$ cat src/rtl/alu_muldiv_seq.sv
// alu_muldiv_seq: multi-cycle unsigned 16x16->32 multiply and 16/16 divide
// sequencer that borrows the shared combinational ALU, one ALU operation per
// iteration.
//
// Ports:
//   clk, reset              rising-edge clock, asynchronous active-high reset
//   start, op, a, b         request pulse (IDLE only); op 0 = mul, 1 = div
//   busy, done              busy in LOAD/ITER; one-cycle done pulse in DONE
//   result_hi, result_lo    mul: product hi/lo; div: remainder/quotient
//   alu_bus, alu_y, alu_ctrl   operands and opcode driven to the ALU
//   alu_result              ALU output, same-cycle combinational
//   div_err                 only with ALU_SEQ_DIVZERO_EN: divide-by-zero flag
//
// Optional feature macro: ALU_SEQ_DIVZERO_EN (short-circuits divide by zero).
module alu_muldiv_seq #(
    parameter int unsigned WIDTH = 16,
    parameter int unsigned CNT_W = 5
) (
    input  logic             clk,
    input  logic             reset,
    input  logic             start,
    input  logic             op,
    input  logic [WIDTH-1:0] a,
    input  logic [WIDTH-1:0] b,
    output logic             busy,
    output logic             done,
    output logic [WIDTH-1:0] result_hi,
    output logic [WIDTH-1:0] result_lo,
    output logic [WIDTH-1:0] alu_bus,
    output logic [WIDTH-1:0] alu_y,
    output logic [2:0]       alu_ctrl,
    input  logic [WIDTH-1:0] alu_result
`ifdef ALU_SEQ_DIVZERO_EN
    ,
    output logic             div_err
`endif
);

    localparam logic [2:0] CTRL_ADD   = 3'b000;
    localparam logic [2:0] CTRL_SUB   = 3'b110;
    localparam logic [2:0] CTRL_PASSY = 3'b101;

    typedef enum logic [1:0] {
        S_IDLE,
        S_LOAD,
        S_ITER,
        S_DONE
    } state_e;

    state_e           state_q, state_d;
    logic             op_q, op_d;
    logic [WIDTH-1:0] hi_q, hi_d;
    logic [WIDTH-1:0] lo_q, lo_d;
    logic [WIDTH-1:0] m_q, m_d;
    logic [CNT_W-1:0] cnt_q, cnt_d;
    logic             busy_q, busy_d;
    logic             done_q, done_d;
`ifdef ALU_SEQ_DIVZERO_EN
    logic             err_q, err_d;
`endif

    logic [WIDTH-1:0] alu_bus_c, alu_y_c;
    logic [2:0]       alu_ctrl_c;
    logic [WIDTH-1:0] r_shift;
    logic             carry;
    logic             qbit;

    // State and datapath registers
    always_ff @(posedge clk or posedge reset) begin
        if (reset) begin
            state_q <= S_IDLE;
            op_q    <= 1'b0;
            hi_q    <= '0;
            lo_q    <= '0;
            m_q     <= '0;
            cnt_q   <= '0;
            busy_q  <= 1'b0;
            done_q  <= 1'b0;
`ifdef ALU_SEQ_DIVZERO_EN
            err_q   <= 1'b0;
`endif
        end else begin
            state_q <= state_d;
            op_q    <= op_d;
            hi_q    <= hi_d;
            lo_q    <= lo_d;
            m_q     <= m_d;
            cnt_q   <= cnt_d;
            busy_q  <= busy_d;
            done_q  <= done_d;
`ifdef ALU_SEQ_DIVZERO_EN
            err_q   <= err_d;
`endif
        end
    end

    // Next-state, iteration datapath and ALU drive
    always_comb begin
        state_d    = state_q;
        op_d       = op_q;
        hi_d       = hi_q;
        lo_d       = lo_q;
        m_d        = m_q;
        cnt_d      = cnt_q;
        alu_bus_c  = '0;
        alu_y_c    = '0;
        alu_ctrl_c = CTRL_PASSY;
        carry      = 1'b0;
        qbit       = 1'b0;
`ifdef ALU_SEQ_DIVZERO_EN
        err_d      = err_q;
`endif
        // Partial remainder shifted left by one, pulling in the next dividend bit
        r_shift    = {hi_q[WIDTH-2:0], lo_q[WIDTH-1]};

        case (state_q)
            S_IDLE: begin
                // Operands are only valid alongside start, so capture them here
                if (start) begin
                    state_d = S_LOAD;
                    op_d    = op;
                    hi_d    = '0;
                    lo_d    = a;
                    m_d     = b;
                    cnt_d   = '0;
`ifdef ALU_SEQ_DIVZERO_EN
                    err_d   = 1'b0;
`endif
                end
            end
            S_LOAD: begin
                state_d = S_ITER;
                cnt_d   = '0;
`ifdef ALU_SEQ_DIVZERO_EN
                // Divide by zero: skip iterating, report saturated quotient
                if (op_q && (m_q == '0)) begin
                    state_d = S_DONE;
                    hi_d    = lo_q;
                    lo_d    = '1;
                    err_d   = 1'b1;
                end
`endif
            end
            S_ITER: begin
                if (!op_q) begin
                    // Shift-add multiply; the lost carry is recovered by unsigned compare
                    alu_bus_c  = hi_q;
                    alu_y_c    = lo_q[0] ? m_q : '0;
                    alu_ctrl_c = CTRL_ADD;
                    carry      = (alu_result < hi_q);
                    hi_d       = {carry, alu_result[WIDTH-1:1]};
                    lo_d       = {alu_result[0], lo_q[WIDTH-1:1]};
                end else begin
                    // Restoring divide; a set top bit means r' already exceeds m
                    alu_bus_c  = r_shift;
                    alu_y_c    = m_q;
                    alu_ctrl_c = CTRL_SUB;
                    qbit       = hi_q[WIDTH-1] || (r_shift >= m_q);
                    hi_d       = qbit ? alu_result : r_shift;
                    lo_d       = {lo_q[WIDTH-2:0], qbit};
                end
                cnt_d = cnt_q + CNT_W'(1);
                if (cnt_q == CNT_W'(WIDTH - 1)) begin
                    state_d = S_DONE;
                end
            end
            S_DONE: begin
                state_d = S_IDLE;
            end
            default: begin
                state_d = S_IDLE;
            end
        endcase

        busy_d = (state_d == S_LOAD) || (state_d == S_ITER);
        done_d = (state_d == S_DONE);
    end

    assign busy      = busy_q;
    assign done      = done_q;
    assign result_hi = hi_q;
    assign result_lo = lo_q;
    assign alu_bus   = alu_bus_c;
    assign alu_y     = alu_y_c;
    assign alu_ctrl  = alu_ctrl_c;
`ifdef ALU_SEQ_DIVZERO_EN
    assign div_err   = err_q;
`endif

endmodule

$ cat config.mk
export PLATFORM = sky130hd
export DESIGN_NAME = alu_muldiv_seq
export DESIGN_NICKNAME = d
export VERILOG_FILES = /design/src/rtl/alu_muldiv_seq.sv
export SDC_FILE = /design/constraint.sdc
export NUM_CORES = 1
export LEC_CHECK = 0
export CORE_MARGIN = 8
export CORE_UTILIZATION = 51
export CTS_CLUSTER_DIAMETER = 100
export DETAILED_ROUTE_END_ITERATION = 12
export PLACE_DENSITY_LB_ADDON = 0.25
export SYNTH_ARGS = -nofsm -noshare
export SYNTH_HDL_FRONTEND = slang
export SYNTH_SLANG_ARGS = --single-unit
$ cat constraint.sdc
create_clock -name clk -period 4.45 [get_ports clk]
set_input_delay 1.335 -clock clk [delete_from_list [all_inputs] [get_ports clk]]
set_output_delay 1.335 -clock clk [all_outputs]
set_load 0.01 [all_outputs]
# After elaboration in Yosys (flattened, before gate mapping)
# Cells that the tools add are included.
[totals]
ff_bits = 58
input_bits = 52
out_inout_bits = 69
elab_cells = 46
[classes]
n_addsub = 1
n_lt_le_gt_ge = 2
n_eq_ne = 8
n_mux = 19
n_reduce_logical = 8
[ops]
columns = ["cell", "count"]
rows = [
  ["$mux 16", 10],
  ["$pmux 16 s2", 2],
  ["$ge 16x16->1", 1],
  ["$lt 16x16->1", 1],
  ["$pmux 5 s3", 1],
  ["$eq 2x2->1 const B", 4],
  ["$pmux 2 s4", 1],
  ["$mux 3", 2],
  ["$reduce_and 2->1", 3],
  ["$add 5x1->5 const B", 1],
  ["$eq 5x4->1 const B", 1],
  ["$mux 5", 1],
  ["$eq 2x1->1 const B", 2],
  ["$mux 2", 2],
  ["$reduce_bool 3->1", 1],
  ["$logic_not 2->1", 1],
  ["$logic_or 1x1->1", 2],
  ["$ne 2x2->1 const B", 1],
  ["$reduce_bool 2->1", 1],
]

# Logic depth before layout (Yosys ltp)
[depth]
word_depth = 5
ltp_mapped = 10
ltp_nobuf = 8

# Least setup slack after synthesis
# No wires, ideal clock.
[synth_timing]
path_kind = "reg-to-output"
startpoint = "register state_q[0]"
endpoint = "output port alu_y[12]"
arrival_time_ns = 1.538
t_required_ns = 3.115
setup_slack_ns = 1.577
stages_incl_launch_ff = 7
n_path_buf = 2
path_cell_list = "dfrtp_1 > inv_1 > ha_1 > clkinv_1 > clkbuf_1 > buf_1 > nor3_1"
[synth_between]
elab_chain_cells = 2
[synth_lines]
columns = ["item", "line", "source"]
rows = [
  ["start: declaration", "50", "state_e state_q, state_d;"],
  ["start signal: assignment", "83", "state_q <= state_d;"],
  ["$eq 2x2->1", "116", "case (state_q)"],
  ["$mux 16", "116", ""],
  ["end: declaration", "30", "output logic [WIDTH-1:0] alu_y,"],
]
# Every way passes these cells.

# Final worst setup path
[layout_timing]
startpoint = "register state_q[0]"
endpoint = "output port alu_bus[0]"
[layout_between]
elab_chain_cells = 2
[layout_lines]
columns = ["item", "line", "source"]
rows = [
  ["$eq 2x2->1", "116", ""],
  ["$mux 16", "116", ""],
  ["end: declaration", "29", "output logic [WIDTH-1:0] alu_bus,"],
]
# Every way passes these cells.

==> metrics.cfg <==
[outcome]
status=completed

[synth]
synth_edf_count=0
synthesis.area_um2=3911
async_reset_ff_frac=1.000
yosysSeqAreaShare=0.3711
yosysWarnings=0
syn-num-nets=513
syn-instance-count=425
avgSynthCellArea_um2=9.203
ys_seq_elements=58
synth_flop_cell=dfrtp_1
synth_cell_types=38

[route]
routed_wl_um=11130
dr.pass1.iters=4
drc=0
via_count=3610
viasPerCell=5.588
wl_per_cell_um=17.22
antenna_left=0
drt_iter0_drc=151

[global_route]
grt_overflow=0
grt_pass1_wl_um=18520
grt_usage=0.2063
grt_max_degree=37
antenna_found_initial=0
grt_pass1_vias=3742

[layout]
layout-drive-gt1-share=0.08640
multi_input_area_um2=2202
seqCellArea_um2=1453
n_antenna_cell=0
final_cell_area_um2=5360
num-fill-cells=568
final_nets=628
final_util=0.7083
syn_to_final_growth_pct=37.04

[sta]
worst_pin_slew_ns=0.5687
layout_setup_ws_ns=0.6324
finalClockSkew_ns=0.008514
finalSetupTns_ns=0
finalHoldViolations=0
final_max_slew_viol_count=0
fin_crit_ns=3.818
fmax_mhz=261.9
slew-limit-headroom=0.6100
rsz0062_at_grt=no
fin_crit_sh=0.8579
setup_violations=0

[setup_path]
crit_type=reg -> out
path_max_fanout=36
critical_path_arrival_ns=2.48
critPathRequiredTime_ns=3.12
worstSetupEndpointType=primary output
setup.worst_path.start_class=flop

[pwr]
powerDensity_nw_per_um2=672.9
peakVddDrop_uv=426.2
p_leak_nw=2.343
p_total_w=0.003607

[floorplan]
die-height_um=103.6
start_util=0.5169
io_pins=121
die_area_um2=10730
rows=32
die_w_um=103.6
core_um2=7567

[place]
pre_cts_slack_ns=1.011
dpl.hpwl_um=8272
globalplace.congestion=0.8511
io_buffers=120
placed_area_um2=5190

[clocking]
cts_resized=0
postCtsHoldBufs=0
post_cts_buffers=0
worstSkewPairLatency_ns=0.34
htree_levels=3
numCtsBuffers=9
path_clk_slew_ns=0.07
clock_path_buffers=2
clkSinkCount=58
root_buffer=clkbuf_8
cts_tree=built

[hold_path]
hold_path.class=reg -> reg

[run]
maxCapViolCount=0

-- path summary, 6_finish.rpt --
| kind | start | end | slack, ns | cells past startpoint |
|---|---|---|---|---|
| worst max-delay path | state_q[0]$_DFF_PP0_ | alu_bus[0] | 0.63 | 6 |
| worst min register to register | cnt_q[4]$_DFFE_PP0P_ | cnt_q[4]$_DFFE_PP0P_ | 0.49 | 2 |
| worst max register to register | state_q[0]$_DFF_PP0_ | result_hi[8]$_DFFE_PP0P_ | 1.73 | 8 |
| min in group asynchronous | reset | result_lo[3]$_DFFE_PP0P_ | 1.36 | 2 |
| worst min-delay path | cnt_q[4]$_DFFE_PP0P_ | cnt_q[4]$_DFFE_PP0P_ | 0.49 | 2 |
| max in group asynchronous | reset | op_q$_DFFE_PP0P_ | 2.19 | 3 |
-- final cells by class --
class,instances,share of cell area
timing repair buffer,129,0.2367
clock inverter,3,0.002801
inverter,37,0.02591
clock buffer,12,0.02894
tap,102,0.02381
sequential,58,0.2710
multi-input combinational,305,0.4108
-- critical path, stage by stage (launching register included) --
cell and delay [ns]:
dfrtp_1 0.33, inv_1 0.07, ha_1 0.27, inv_2 0.46, buf_4 0.42, nor2_1 0.09, clkdlybuf4s50_1 0.50
-- per-layer routing --
layer,vias up,track usage,wire (um)
li1,1732,-,-
met3,14,0.05700,733
met5,-,0,0
met2,114,0.3607,5683
met4,0,0.06821,141
met1,1750,0.2363,4566
-- Yosys cell counts, types with 2 or more instances --
cell	n	area share
dfrtp_1	58	0.37
mux2i_1	48	0.12
nor2_1	40	0.038
ha_1	36	0.12
inv_1	36	0.035
nand2_1	28	0.027
o21ai_0	26	0.033
a21oi_1	25	0.032
mux2_2	17	0.049
clkbuf_1	16	0.015
nand3_1	16	0.020
nor3_1	16	0.020
o221ai_1	14	0.031
nand2b_1	6	0.0096
a21o_1	5	0.0096
buf_2	4	0.0051
nand4_1	4	0.0064
buf_1	3	0.0029
a211oi_1	2	0.0038
a31oi_1	2	0.0032
and2_1	2	0.0032
nor2b_1	2	0.0032
o21a_1	2	0.0038
o22ai_1	2	0.0032
o31ai_1	2	0.0038
-- per-stage QoR --
step,instances,hold slack (ns)
CTS,646,0.4918
finish,646,0.4890
global placement,631,0.4604
global route,646,0.5240
detailed placement,631,0.4787
floorplan,425,0.4441
-- layout by cell type, fill, tap and decap left out, types with 2 or more instances in the layout --
master and n:
clkdlybuf4s50_1 120, dfrtp_1 57, mux2i_1 48, nor2_1 40, ha_1 36, inv_1 35
nand2_1 28, o21ai_0 26, a21oi_1 25, mux2_2 17, nand3_1 16, nor3_1 16
o221ai_1 14, clkbuf_8 11, buf_4 9, nand2b_1 6, a21o_1 5, nand4_1 4
clkinv_2 3, inv_2 2, o31ai_1 2, o21a_1 2, and2_1 2, nor2b_1 2
a31oi_1 2, a211oi_1 2, o22ai_1 2
-- kinds of logic after synthesis --
kind of cell	after synthesis	share of synthesized area
buffers and inverters	62	0.06686
and+or+nand+nor	117	0.1344
muxes	65	0.1718
DFF	58	0.3711
AOI/OAI and AO/OA	87	0.1408
adders and majority gates	36	0.1152
-- power by group --
part           internal (W)  switching (W)
clock              0.000227       0.000211
combinational       0.00105        0.00114
sequential         0.000749       0.000234
total               0.00203        0.00158
-- registers in the layout, indices dropped and copies added (netlist names) --
signal     cells
m_q           16
result_hi     16
result_lo     16
cnt_q          5
state_q        2
busy           1
done           1
op_q           1
(Power assumes the default switching activity.)
